$ cat config.mk
export PLATFORM = sky130hd
export DESIGN_NAME = bitserial_sub4
export DESIGN_NICKNAME = d
export VERILOG_FILES = /design/src/rtl/bitserial_sub4.sv
export SDC_FILE = /design/constraint.sdc
export NUM_CORES = 1
export LEC_CHECK = 0
export CAP_MARGIN = 20
export CORE_MARGIN = 2
export CORE_UTILIZATION = 40
export DETAILED_ROUTE_END_ITERATION = 8
export DONT_BUFFER_PORTS = 1
export SETUP_SLACK_MARGIN = 0.3
export SYNTH_ARGS = -nofsm -noshare
export SYNTH_HDL_FRONTEND = slang
export SYNTH_SLANG_ARGS = --single-unit
export TNS_END_PERCENT = 20
$ cat constraint.sdc
create_clock -name clk -period 1.3 [get_ports clk]
set_clock_uncertainty 0.1 [all_clocks]
set_input_delay 0 -clock clk [delete_from_list [all_inputs] [get_ports clk]]
set_output_delay 0 -clock clk [all_outputs]
set_load 0.03 [all_outputs]
$ cat src/rtl/bitserial_sub4.sv
// bitserial_sub4: bit-serial subtractor computing DIFF = (A - B) mod 2^WIDTH.
// A single full-subtractor cell and a borrow flip-flop process one bit per
// clock, LSB first. A start/done handshake frames each operation.
// Optional feature macro: BITSERIAL_SUB_OVF_EN adds the OVF output, which
// flags signed two's-complement overflow of A - B.
module bitserial_sub4 #(
  parameter int WIDTH = 4
) (
  input  logic             clk,
  input  logic             rst,
  input  logic             start,
  input  logic [WIDTH-1:0] A,
  input  logic [WIDTH-1:0] B,
  output logic [WIDTH-1:0] DIFF,
  output logic             BORROW,
  output logic             busy,
  output logic             done
`ifdef BITSERIAL_SUB_OVF_EN
  ,
  output logic             OVF
`endif
);

  localparam int CW = $clog2(WIDTH);
  localparam logic [CW-1:0] LAST = CW'(WIDTH - 1);

  typedef enum logic {IDLE, RUN} stateT;

  stateT            state_q;
  logic [WIDTH-1:0] aShift_q;
  logic [WIDTH-1:0] bShift_q;
  logic [WIDTH-1:0] resShift_q;
  logic [WIDTH-1:0] resShift_d;
  logic [CW-1:0]    count_q;
  logic             borrow_q;
  logic [WIDTH-1:0] diff_q;
  logic             borrowOut_q;
  logic             busy_q;
  logic             done_q;
  logic             aBit;
  logic             bBit;
  logic             dBit;
  logic             boutBit;

`ifdef BITSERIAL_SUB_OVF_EN
  logic             aSign_q;
  logic             bSign_q;
  logic             ovf_q;
`endif

  // Full-subtractor cell on the current LSBs, and the result register's next value
  always_comb begin
    aBit       = aShift_q[0];
    bBit       = bShift_q[0];
    dBit       = aBit ^ bBit ^ borrow_q;
    boutBit    = (~aBit & bBit) | (~(aBit ^ bBit) & borrow_q);
    resShift_d = {dBit, resShift_q[WIDTH-1:1]};
  end

  // Sequencer: load operands on start, shift one bit per clock, publish on the last bit
  always_ff @(posedge clk) begin
    if (rst) begin
      state_q     <= IDLE;
      aShift_q    <= '0;
      bShift_q    <= '0;
      resShift_q  <= '0;
      count_q     <= '0;
      borrow_q    <= 1'b0;
      diff_q      <= '0;
      borrowOut_q <= 1'b0;
      busy_q      <= 1'b0;
      done_q      <= 1'b0;
`ifdef BITSERIAL_SUB_OVF_EN
      aSign_q     <= 1'b0;
      bSign_q     <= 1'b0;
      ovf_q       <= 1'b0;
`endif
    end else begin
      case (state_q)
        IDLE: begin
          done_q <= 1'b0;
          if (start) begin
            aShift_q   <= A;
            bShift_q   <= B;
            resShift_q <= '0;
            count_q    <= '0;
            borrow_q   <= 1'b0;
            busy_q     <= 1'b1;
            state_q    <= RUN;
`ifdef BITSERIAL_SUB_OVF_EN
            aSign_q    <= A[WIDTH-1];
            bSign_q    <= B[WIDTH-1];
`endif
          end
        end
        RUN: begin
          aShift_q   <= aShift_q >> 1;
          bShift_q   <= bShift_q >> 1;
          resShift_q <= resShift_d;
          borrow_q   <= boutBit;
          count_q    <= count_q + 1'b1;
          if (count_q == LAST) begin
            diff_q      <= resShift_d;
            borrowOut_q <= boutBit;
            done_q      <= 1'b1;
            busy_q      <= 1'b0;
            count_q     <= '0;
            state_q     <= IDLE;
`ifdef BITSERIAL_SUB_OVF_EN
            ovf_q       <= (aSign_q != bSign_q) & (dBit != aSign_q);
`endif
          end
        end
        default: state_q <= IDLE;
      endcase
    end
  end

  assign DIFF   = diff_q;
  assign BORROW = borrowOut_q;
  assign busy   = busy_q;
  assign done   = done_q;
`ifdef BITSERIAL_SUB_OVF_EN
  assign OVF    = ovf_q;
`endif

endmodule

Word level (Yosys, flattened, before mapping)
Cells that the tools add are included.

word-level totals
  flip-flop bits (word level) = 23
  output and inout bits = 7
  logic and storage cells = 43
  bits of input ports = 11

operators by class
  bitwise gates (word level) = 8
  equality and inequality tests = 3
  add/sub/neg operators = 1
  mux-type cells = 19
  reductions and logical operators = 2

operators by type and width
  cell                 count
  $pmux 4 s2           3
  $mux 4               3
  $pmux 1 s2           4
  $mux 1               6
  $mux 2               2
  $pmux 2 s2           1
  $reduce_and 2->1     2
  $not 1->1            3
  $add 2x1->2 const B  1
  $and 1x1->1          2
  $eq 2x2->1 const B   1
  $ne 2x1->1 const B   1
  $ne 2x2->1 const B   1
  $xor 1x1->1          2
  $or 1x1->1           1

Logic depth before layout (Yosys ltp)
Gate-level depths: netlist (run 1).

  depth after elaboration = 5
  mapped depth = 4
  mapped depth without buffers = 4

Least setup slack after synthesis (run 1)
No wires, ideal clock.

  path kind = register to register
  start = register bShift_q[0]
  end = register diff_q[3], in the netlist DIFF[3]
  setup time = 70 ps
  data required time = 1130 ps
  arrival = 1034 ps
  path buffers = 0
  stages on the path, launching flop included = 5
  period minus slack after synthesis = 1205 ps
  slack = 95 ps
  cell sequence = dfxtp_1 > inv_1 > fa_1 > nand3_1 > a21oi_1

between the ends
  word-level cells in the longest chain between the ends = 2

ends and longest elaborated chain
  item                       line  text
  from (decl)                31    logic [WIDTH-1:0] bShift_q;
  from (signal assigned)     98    bShift_q <= bShift_q >> 1;
  $xor 1x1->1 (2 in series)  55    dBit = aBit ^ bBit ^ borrow_q;
  named net dBit             42    logic dBit;
  to (signal assigned)       103   diff_q <= resShift_d;
  to (decl)                  36    logic [WIDTH-1:0] diff_q;

The timed path passes the listed nets, and every way through them passes these cells.
A chain may end at the register's enable or synchronous reset.

Final worst setup path (run 1)
  start = register aShift_q[0]
  end = register diff_q[3], in the netlist DIFF[3]

between the ends
  word-level cells in the longest chain between the ends = 2

ends and longest elaborated chain
  item                       line  text
  from (decl)                30    logic [WIDTH-1:0] aShift_q;
  from (signal assigned)     97    aShift_q <= aShift_q >> 1;
  $xor 1x1->1 (2 in series)  55
  named net dBit             42

The timed path passes the listed nets, and every way through them passes these cells.

==> results by group, run 1 <==
Setup path
  – Critical path buffers and inverters: 0
  – Crit Path Class: register to register
  – Crit path max fanout: 2
  – Worst Setup Start Kind: register
  – Slowest CP cell: fa_1
  – Critical path arrival: 1.40 ns
  – Req. time, crit path: 1.46 ns
  – Delay-heaviest family, CP: adder cells
  – CP Launch Point: aShift_q[0]
  – CP Cell Sequence: fa_1 -> nand3_1 -> a21oi_1
  – Element type at the critical path end: register
  – R2r startpoint: aShift_q[0]
  – Crit-path max cell delay: 0.56 ns

Timing
  – TNS Setup: 0 ns
  – Period utilization: 95.9%
  – Final Hold Vio Count: 22
  – Setup ws final: about 0.053 ns
  – Final period demand of the worst path: 1.25 ns
  – Measured slew at the worst slew-check pin: roughly 0.22 ns
  – Max Clk Rate: 0.802 GHz
  – Slew HR: 85.4%
  – Hold slack: -0.371 ns
  – Unrepaired setup endpoints after global routing: true
  – Final setup fails: 0
  – Slew Limit Fails: 0

Clock network
  – CTS Root Cell: clkbuf_4
  – CTS tree: built
  – Num CTS Buffers: 3
  – Max Root-Sink Buffers: 2
  – CTS clk-pin slew, worst paths: ~0.12 ns
  – Clk Latency, worst-skew pair: 0.31 ns
  – CTS H-tree lvls: 1
  – Clk sink count: 22

Power
  – Comb power frac: 9.4%
  – Sw Share: 23.3%
  – Clock network power share: between 30% and 40%
  – Seq pwr share: 59.9%
  – Internal power: 942 uW
  – LEAKAGE: 0.422 nW
  – Peak supply drop: 0.730 mV
  – PwrDens: about 1100 nW/um^2
  – Switch Pwr: 286 uW

Die
  – Core Area: 2230 um^2
  – Die height: 52.7 um
  – Die Wd: ~53 um
  – # IOs: 18
  – FP Rows: 17
  – Starting density of the core: 42.4%
  – Die Area: approximately 2800 um^2

Logic synthesis
  – Yosys top cell area share: 46.5%
  – Mapped cell area: 947 um^2
  – #FFs+latches synth: 22
  – Mapped Nets: around 110
  – Synth area leaders: dfxtp_1 (46%), mux2i_1 (8.5%), a21oi_1 (6.3%), a211oi_1 (5.5%), a21bo_2 (4.2%)
  – Warnings from Yosys: 0
  – Cells after Synth: 95
  – Area leader, netlist: dfxtp_1
  – Sequential share of the synthesized area: 46.5%
  – Yosys cell types: 21
  – Syn Area/Cell: 9.97 um^2

Global route
  – Vias in the first global route: 640
  – Largest net degree at the start of global routing: 23
  – GRT Residual Overflow: 0
  – First-pass GRT wire length: 2.88 mm
  – Gr usage total: between 10% and 20%
  – Initial antenna violation count: 0

Run
  – Maxcap violations: 0

Final layout
  – Sequential cell area: 448 um^2
  – Inserted Diodes: 0
  – Fraction of layout cells with a size suffix above 1: 30.8%
  – Multi-input gate area: 463 um^2
  – Nets@finish: around 120
  – P&R area growth vs syn: 15.7%
  – Fillers: 212

Drt
  – DRT iter0 DRCs: 4
  – DRC: 0
  – Pre-antenna DRT Iters: 4
  – DR WL/cell: between 10 and 15 um
  – Vias: 690
  – Final wirelength: 1.74 mm
  – Vias per cell: 5.23
  – Post-DRT Antenna Nets: 0

Place
  – Worst slack, placed: about 0.032 ns
  – Post-DP HPWL: roughly 1.2 mm
  – # port buffers: 0
  – Placer Congestion: 0.687

Status
  – Failing checks: hold timing
  – Status: finished with violations

Hold path
  – Hold Startpoint: rst
  – Worst hold-check path type: primary input to register
==> power groups by stage <==
stage	sequential, mW	combinational (mW)	clock (mW)
6_report	0.735	0.115	0.378
2_1_floorplan	0.745	0.106	0
4_1_cts	0.736	0.116	0.391
3_3_place_gp	0.747	0.112	0
5_1_grt	0.740	0.129	0.416
3_5_place_dp	0.748	0.114	0
==> cells in the mapped netlist <==
| cell | n |
|---|---|
| ha_1 | 1 |
| clkbuf_1 | 2 |
| a211oi_1 | 7 |
| mux2i_1 | 8 |
| inv_1 | 3 |
| nand2_1 | 4 |
| a21bo_2 | 4 |
| buf_6 | 2 |
| dfxtp_1 | 22 |
| or3b_2 | 4 |
| nand3_1 | 4 |
| buf_2 | 3 |
| nor3_1 | 3 |
| nor2b_1 | 6 |
| or3b_1 | 3 |
| a21oi_1 | 12 |
| o21bai_1 | 1 |
| nor2_1 | 2 |
| a311oi_1 | 1 |
| nand2b_1 | 2 |
| fa_1 | 1 |
==> logic make-up (layout without fill, tap and decap cells) <==
family                     Yosys count  count (layout)  synth area share [%]
DFF                                 22              22                  46.5
and+or+nand+nor                     28              28                  17.8
adders and majority gates            2               2                  3.43
AOI/OAI and AO/OA                   25              25                  17.8
buffers and inverters               10              19                  5.94
muxes                                8               8                  8.45
==> flip-flops by register name (all words and copies together), names as in the netlist <==
name        flops
BORROW          1
borrow_q        1
DIFF            4
bShift_q        4
busy            1
state_q         1
count_q         2
resShift_q      3
done            1
aShift_q        4
==> per-stage QoR <==
step                      instance area (um^2)  utilization [%]  power [mW]  std cells
final                                     1100             49.1        1.23        132
after global routing                      1100             49.1        1.29        132
after CTS                                 1100             49.1        1.24        132
after detailed placement                  1030             46.0       0.862        126
after global placement                    1030             46.0       0.859        126
after floorplan                            968                -       0.851         95
==> what timing repair did <==
item,CTS,global route
gates cloned,0,0
gates resized for setup,5,0
pin swaps,1,3
buffers inserted,2,0
hold endpoints to repair,22,22
endpoints found under the setup margin,21,21
==> per-layer routing <==
metal	wire length (um)	global-route usage (%)	part of all wire, %	vias to the layer above
met4	14	5.13	0.81	0
met2	834	22.1	48	14
li1	-	-	-	356
met5	0	0	0	-
met3	113	6.86	6.5	2
met1	775	17.8	45	318
==> layout by cell type (no fill, tap or decap), types with 2 or more instances in the layout <==
cell type,n
nand2_1,4
nand2b_1,2
a211oi_1,7
or3b_2,4
clkbuf_4,3
nor3_1,3
inv_1,2
buf_4,11
mux2i_1,8
dfxtp_2,6
nor2_1,2
a21bo_2,4
a21oi_1,12
dfxtp_1,16
nor2b_1,6
or3b_1,3
nand3_1,4
==> final cells by class <==
class                      count  share of cell area (%)
tap                           28                    3.20
inverter                       3                    1.03
multi-input combinational     63                    42.2
timing repair buffer          12                    9.36
sequential                    22                    40.9
clock buffer                   4                    3.31
==> path summary, 6_finish.rpt <==
kind | to | slack [ns] | cells after the start
worst max register to register | DIFF[3] | 0.05 | 3
worst max-delay path | DIFF[3] | 0.05 | 3
worst min register to register | resShift_q[1] | 0.38 | 2
worst min-delay path | count_q[1] | -0.37 | 1
(Power assumes the default switching activity.)
==> run 2: changes to the inputs <==
Settings changed: CTS_BUF_LIST set to sky130_fd_sc_hd__clkbuf_16, SKIP_LAST_GASP set to 1.
==> results by group, run 2 (synthesis results as in run 1) <==
Status
  – Status: finished with violations
  – Failing checks: hold timing

Final layout
  – P&R area growth vs syn: 26.4%
  – Util after Layout: 53.6%
  – Final non-filler cell area: 1200 um^2
  – Nets@finish: 122
  – Commonest non-fill, non-tap cell in the layout: dfxtp_1
  – Inserted Diodes: 0
  – Commonest non-fill, non-tap cells in the layout: dfxtp_1 (16), buf_4 (13), a21oi_1 (11)
  – Fillers: between 150 and 200
  – Fraction of layout cells with a size suffix above 1: 36.1%

Timing
  – Max Clk Rate: 0.804 GHz
  – Slew Limit Fails: 0
  – TNS Setup: 0 ns
  – Period utilization: 95.7%
  – Measured slew at the worst slew-check pin: 0.230 ns
  – Final setup fails: 0
  – Final Hold Vio Count: 22
  – Slew HR: 84.6%
  – Unrepaired setup endpoints after global routing: true
  – Hold slack: -0.301 ns
  – Final period demand of the worst path: approximately 1.2 ns

Global route
  – Largest net degree at the start of global routing: 23
  – Gr usage total: 14.8%
  – Initial antenna violation count: 0
  – First-pass GRT wire length: 2.91 mm
  – GRT Residual Overflow: 0
  – Vias in the first global route: 653

Place
  – # port buffers: 0
  – Post-DP Area: 1030 um^2
  – Post-DP HPWL: 1.16 mm
  – Placer Congestion: 0.687

Drt
  – Vias per cell: 5.13
  – Post-DRT Antenna Nets: 0
  – Final wirelength: 1.80 mm
  – Vias: 697
  – DR WL/cell: 13.3 um
  – DRT iter0 DRCs: 4
  – DRC: 0
  – Pre-antenna DRT Iters: 4

Power
  – Seq pwr share: 48.5%
  – Internal power: between 1 and 1.5 mW
  – Clock network power share: a little over two fifths
  – PwrDens: 1260 nW/um^2
  – Sw Share: between 20% and 30%
  – Switch Pwr: roughly 310 uW
  – Peak supply drop: about 1.0 mV
  – LEAKAGE: about 0.47 nW
  – Comb power frac: 9.3%

Die
  – Die Area: 2770 um^2
  – Starting density of the core: 42.4%
  – Die height: 52.7 um
  – Core Area: 2230 um^2
  – # IOs: 18
  – Die Wd: 52.7 um
  – FP Rows: 17

Setup path
  – Crit path max fanout: 2
  – Crit Path Class: register to register
  – Critical path arrival: 1.33 ns
  – Flop2flop setup slack: 0.06 ns
  – Worst Setup Start Kind: register
  – Element type at the critical path end: register
  – Req. time, crit path: 1.39 ns

Clock network
  – Clk Latency, worst-skew pair: around 0.25 ns
  – Clk sink count: 22
  – Num CTS Buffers: 3
  – CTS tree: built
  – CTS H-tree lvls: 1
  – CTS clk-pin slew, worst paths: around 0.060 ns
  – Max Root-Sink Buffers: 2
  – CTS Root Cell: clkbuf_16

Run
  – Maxcap violations: 0

Hold path
  – Worst hold-check path type: primary input to register
==> run 2: metrics by stage <==
stage	cells	power [mW]	hold WS (ns)	setup WS, ns
2_1_floorplan	95	0.851	-0.0220	0.103
3_3_place_gp	126	0.859	-0.0357	0.0629
3_5_place_dp	126	0.862	-0.0324	0.0318
4_1_cts	134	1.52	-0.303	0.0493
5_1_grt	136	1.58	-0.311	0.0223
6_report	136	1.51	-0.301	0.0556
==> run 2: worst paths after layout <==
kind | from | end | cells after the start
hold / removal | rst | borrow_q | 1
hold reg to reg | resShift_q[2] | resShift_q[1] | 2
setup / recovery | borrow_q | DIFF[3] | 4
setup reg to reg | borrow_q | DIFF[3] | 4
==> run 2: critical path, cell delays in order (launching register included) <==
cell     delay (ns)
dfxtp_2        0.33
inv_2          0.04
fa_2           0.54
nand3_1        0.07
a21oi_1        0.11
==> run 2: layout make-up <==
class / count / area (um^2) / share of cell area, %
well taps: 28 / 35.0 / 2.93
clock inverters: 1 / 3.75 / 0.313
multi-input cells: 63 / 479 / 40.0
inverters: 3 / 11.3 / 0.940
repair buffers: 16 / 143 / 11.9
flip-flops and latches: 22 / 450 / 37.6
clock buffers: 3 / 75.1 / 6.27
==> run 2: what timing repair did <==
| action | 4_1_cts | 5_1_grt |
|---|---|---|
| hold endpoints to repair | 22 | 22 |
| pin swaps | 2 | 4 |
| buffers inserted | 4 | 2 |
| endpoints found under the setup margin | 21 | 20 |
| gates resized for setup | 3 | 8 |
==> run 2: power groups by stage <==
stage | Combinational, mW | Clock (mW) | Sequential, mW
detailed placement | 0.114 | 0 | 0.748
CTS | 0.124 | 0.661 | 0.735
global route | 0.154 | 0.686 | 0.735
floorplan | 0.106 | 0 | 0.745
finish | 0.140 | 0.638 | 0.732
global placement | 0.112 | 0 | 0.747
==> run 2: metal layers <==
layer  track usage [%]  share of wire, %  up-vias
met2              22.3                47       14
li1                  -                 -      361
met5                 0                 0        -
met4              6.41               1.5        0
met1              17.9                45      317
met3              6.86               6.2        5
==> run 3: changes to the inputs <==
Settings changed: CORE_ASPECT_RATIO set to 0.75.
==> results by group, run 3 (synthesis results as in run 1) <==
Clock network
  – Max Root-Sink Buffers: 2
  – CTS Root Cell: clkbuf_16
  – Clk Latency, worst-skew pair: 0.25 ns
  – Num CTS Buffers: 3
  – Clk sink count: 22
  – CTS H-tree lvls: 1
  – CTS clk-pin slew, worst paths: 0.06 ns
  – CTS tree: built

Place
  – Placer Congestion: 0.727
  – Dpl cells: approximately 130
  – Worst slack, placed: approximately 0.011 ns
  – # port buffers: 0
  – Post-DP HPWL: 1.09 mm

Timing
  – Unrepaired setup endpoints after global routing: true
  – Final period demand of the worst path: 1.27 ns
  – Max Clk Rate: 0.788 GHz
  – Slew HR: between 80% and 90%
  – Final setup fails: 0
  – Slew Limit Fails: 0
  – Measured slew at the worst slew-check pin: 0.269 ns
  – Hold slack: -0.294 ns
  – Setup ws final: a little over 0.03 ns
  – Period utilization: a little over nine tenths
  – Final Hold Vio Count: 22

Setup path
  – Crit path max fanout: 2
  – Crit Path Class: register to register
  – Slowest CP cell: fa_1
  – Req. time, crit path: 1.38 ns
  – Worst Setup Start Kind: register
  – CP Cell Sequence: fa_1 -> nand3_1 -> a21oi_1
  – Crit-path max cell delay: 0.55 ns
  – Element type at the critical path end: register
  – Critical path arrival: 1.35 ns

Final layout
  – P&R area growth vs syn: 28.1%
  – Nets@finish: roughly 120
  – Commonest non-fill, non-tap cells in the layout: dfxtp_1 (16), buf_4 (13), a21oi_1 (11)
  – Fillers: 215
  – Commonest non-fill, non-tap cell in the layout: dfxtp_1
  – Inserted Diodes: 0
  – Fraction of layout cells with a size suffix above 1: 37.0%
  – Post-Layout Cell Count: 142

Power
  – Peak supply drop: ~0.83 mV
  – Switch Pwr: around 310 uW
  – Total Power: 1.51 mW
  – Sw Share: 20.8%
  – Seq pwr share: 48.4%
  – LEAKAGE: 0.471 nW
  – Comb power frac: 9.5%
  – Clock network power share: ~42%
  – PwrDens: 1240 nW/um^2
  – Internal power: roughly 1.2 mW

Die
  – Die Area: 2780 um^2
  – Die Wd: approximately 60 um
  – # IOs: 18
  – Core Area: 2270 um^2
  – Die height: 46.1 um
  – Starting density of the core: 41.7%
  – FP Rows: 15

Drt
  – Final wirelength: 1.81 mm
  – DR WL/cell: 12.7 um
  – Vias per cell: 4.92
  – Post-DRT Antenna Nets: 0
  – DRC: 0
  – Vias: 698
  – Pre-antenna DRT Iters: 4
  – DRT iter0 DRCs: 17

Hold path
  – Worst hold-check path type: primary input to register

Global route
  – Initial antenna violation count: 0
  – First-pass GRT wire length: 2.96 mm
  – Vias in the first global route: 622
  – Largest net degree at the start of global routing: 23
  – GRT Residual Overflow: 0
  – Gr usage total: 15.4%

Status
  – Failing checks: hold timing
  – Status: finished with violations

Run
  – Maxcap violations: 0
## run 3: per-layer routing
| metal | up-vias | GRT usage, % | share of wire, % |
|---|---|---|---|
| li1 | 361 | - | - |
| met1 | 316 | 20.2 | 52 |
| met2 | 15 | 20.9 | 40 |
| met3 | 6 | 6.18 | 5.4 |
| met4 | 0 | 9.33 | 2.8 |
| met5 | - | 0 | 0 |
## run 3: critical path: cells and delay by family (launching register included)
kind	cells	cell delay [ns]
compound gates	1	0.14
fa+ha+maj	1	0.55
flops	1	0.32
simple gates	1	0.08
## run 3: layout make-up
type | instances | area, um^2 | share of cell area (%)
clock buffer | 3 | 75.1 | 6.19
inverter | 3 | 11.3 | 0.928
multi-input combinational | 63 | 483 | 39.8
sequential | 22 | 450 | 37.1
tap | 34 | 42.5 | 3.51
timing repair buffer | 17 | 151 | 12.5
## run 3: final timing paths
path,start,endpoint,slack (ns),cells past startpoint
setup / recovery,aShift_q[0],DIFF[3],0.03,3
setup reg to reg,aShift_q[0],DIFF[3],0.03,3
hold reg to reg,resShift_q[1],DIFF[0],0.38,2
hold / removal,rst,resShift_q[3],-0.29,1
## run 3: power groups by stage
stage / Combinational, mW / Clock (mW) / Sequential, mW
final: 0.144 / 0.635 / 0.731
after global routing: 0.161 / 0.678 / 0.734
after CTS: 0.133 / 0.652 / 0.730
after detailed placement: 0.116 / 0 / 0.747
after global placement: 0.116 / 0 / 0.746
after floorplan: 0.106 / 0 / 0.745
## run 3: stage by stage
stage               util [%]   TNS, ns  area, um^2
finish                  53.4         0        1210
global route            53.4  -0.00300        1210
CTS                     52.1         0        1180
detailed placement      45.9         0        1040
global placement        45.9         0        1040
floorplan                  -         0         968
## run 3: repair_timing
action,in CTS,in global routing
resized for setup,8,8
pin swaps,3,2
hold endpoints to repair,22,22
setup buffers,6,0
setup endpoints to repair,22,22
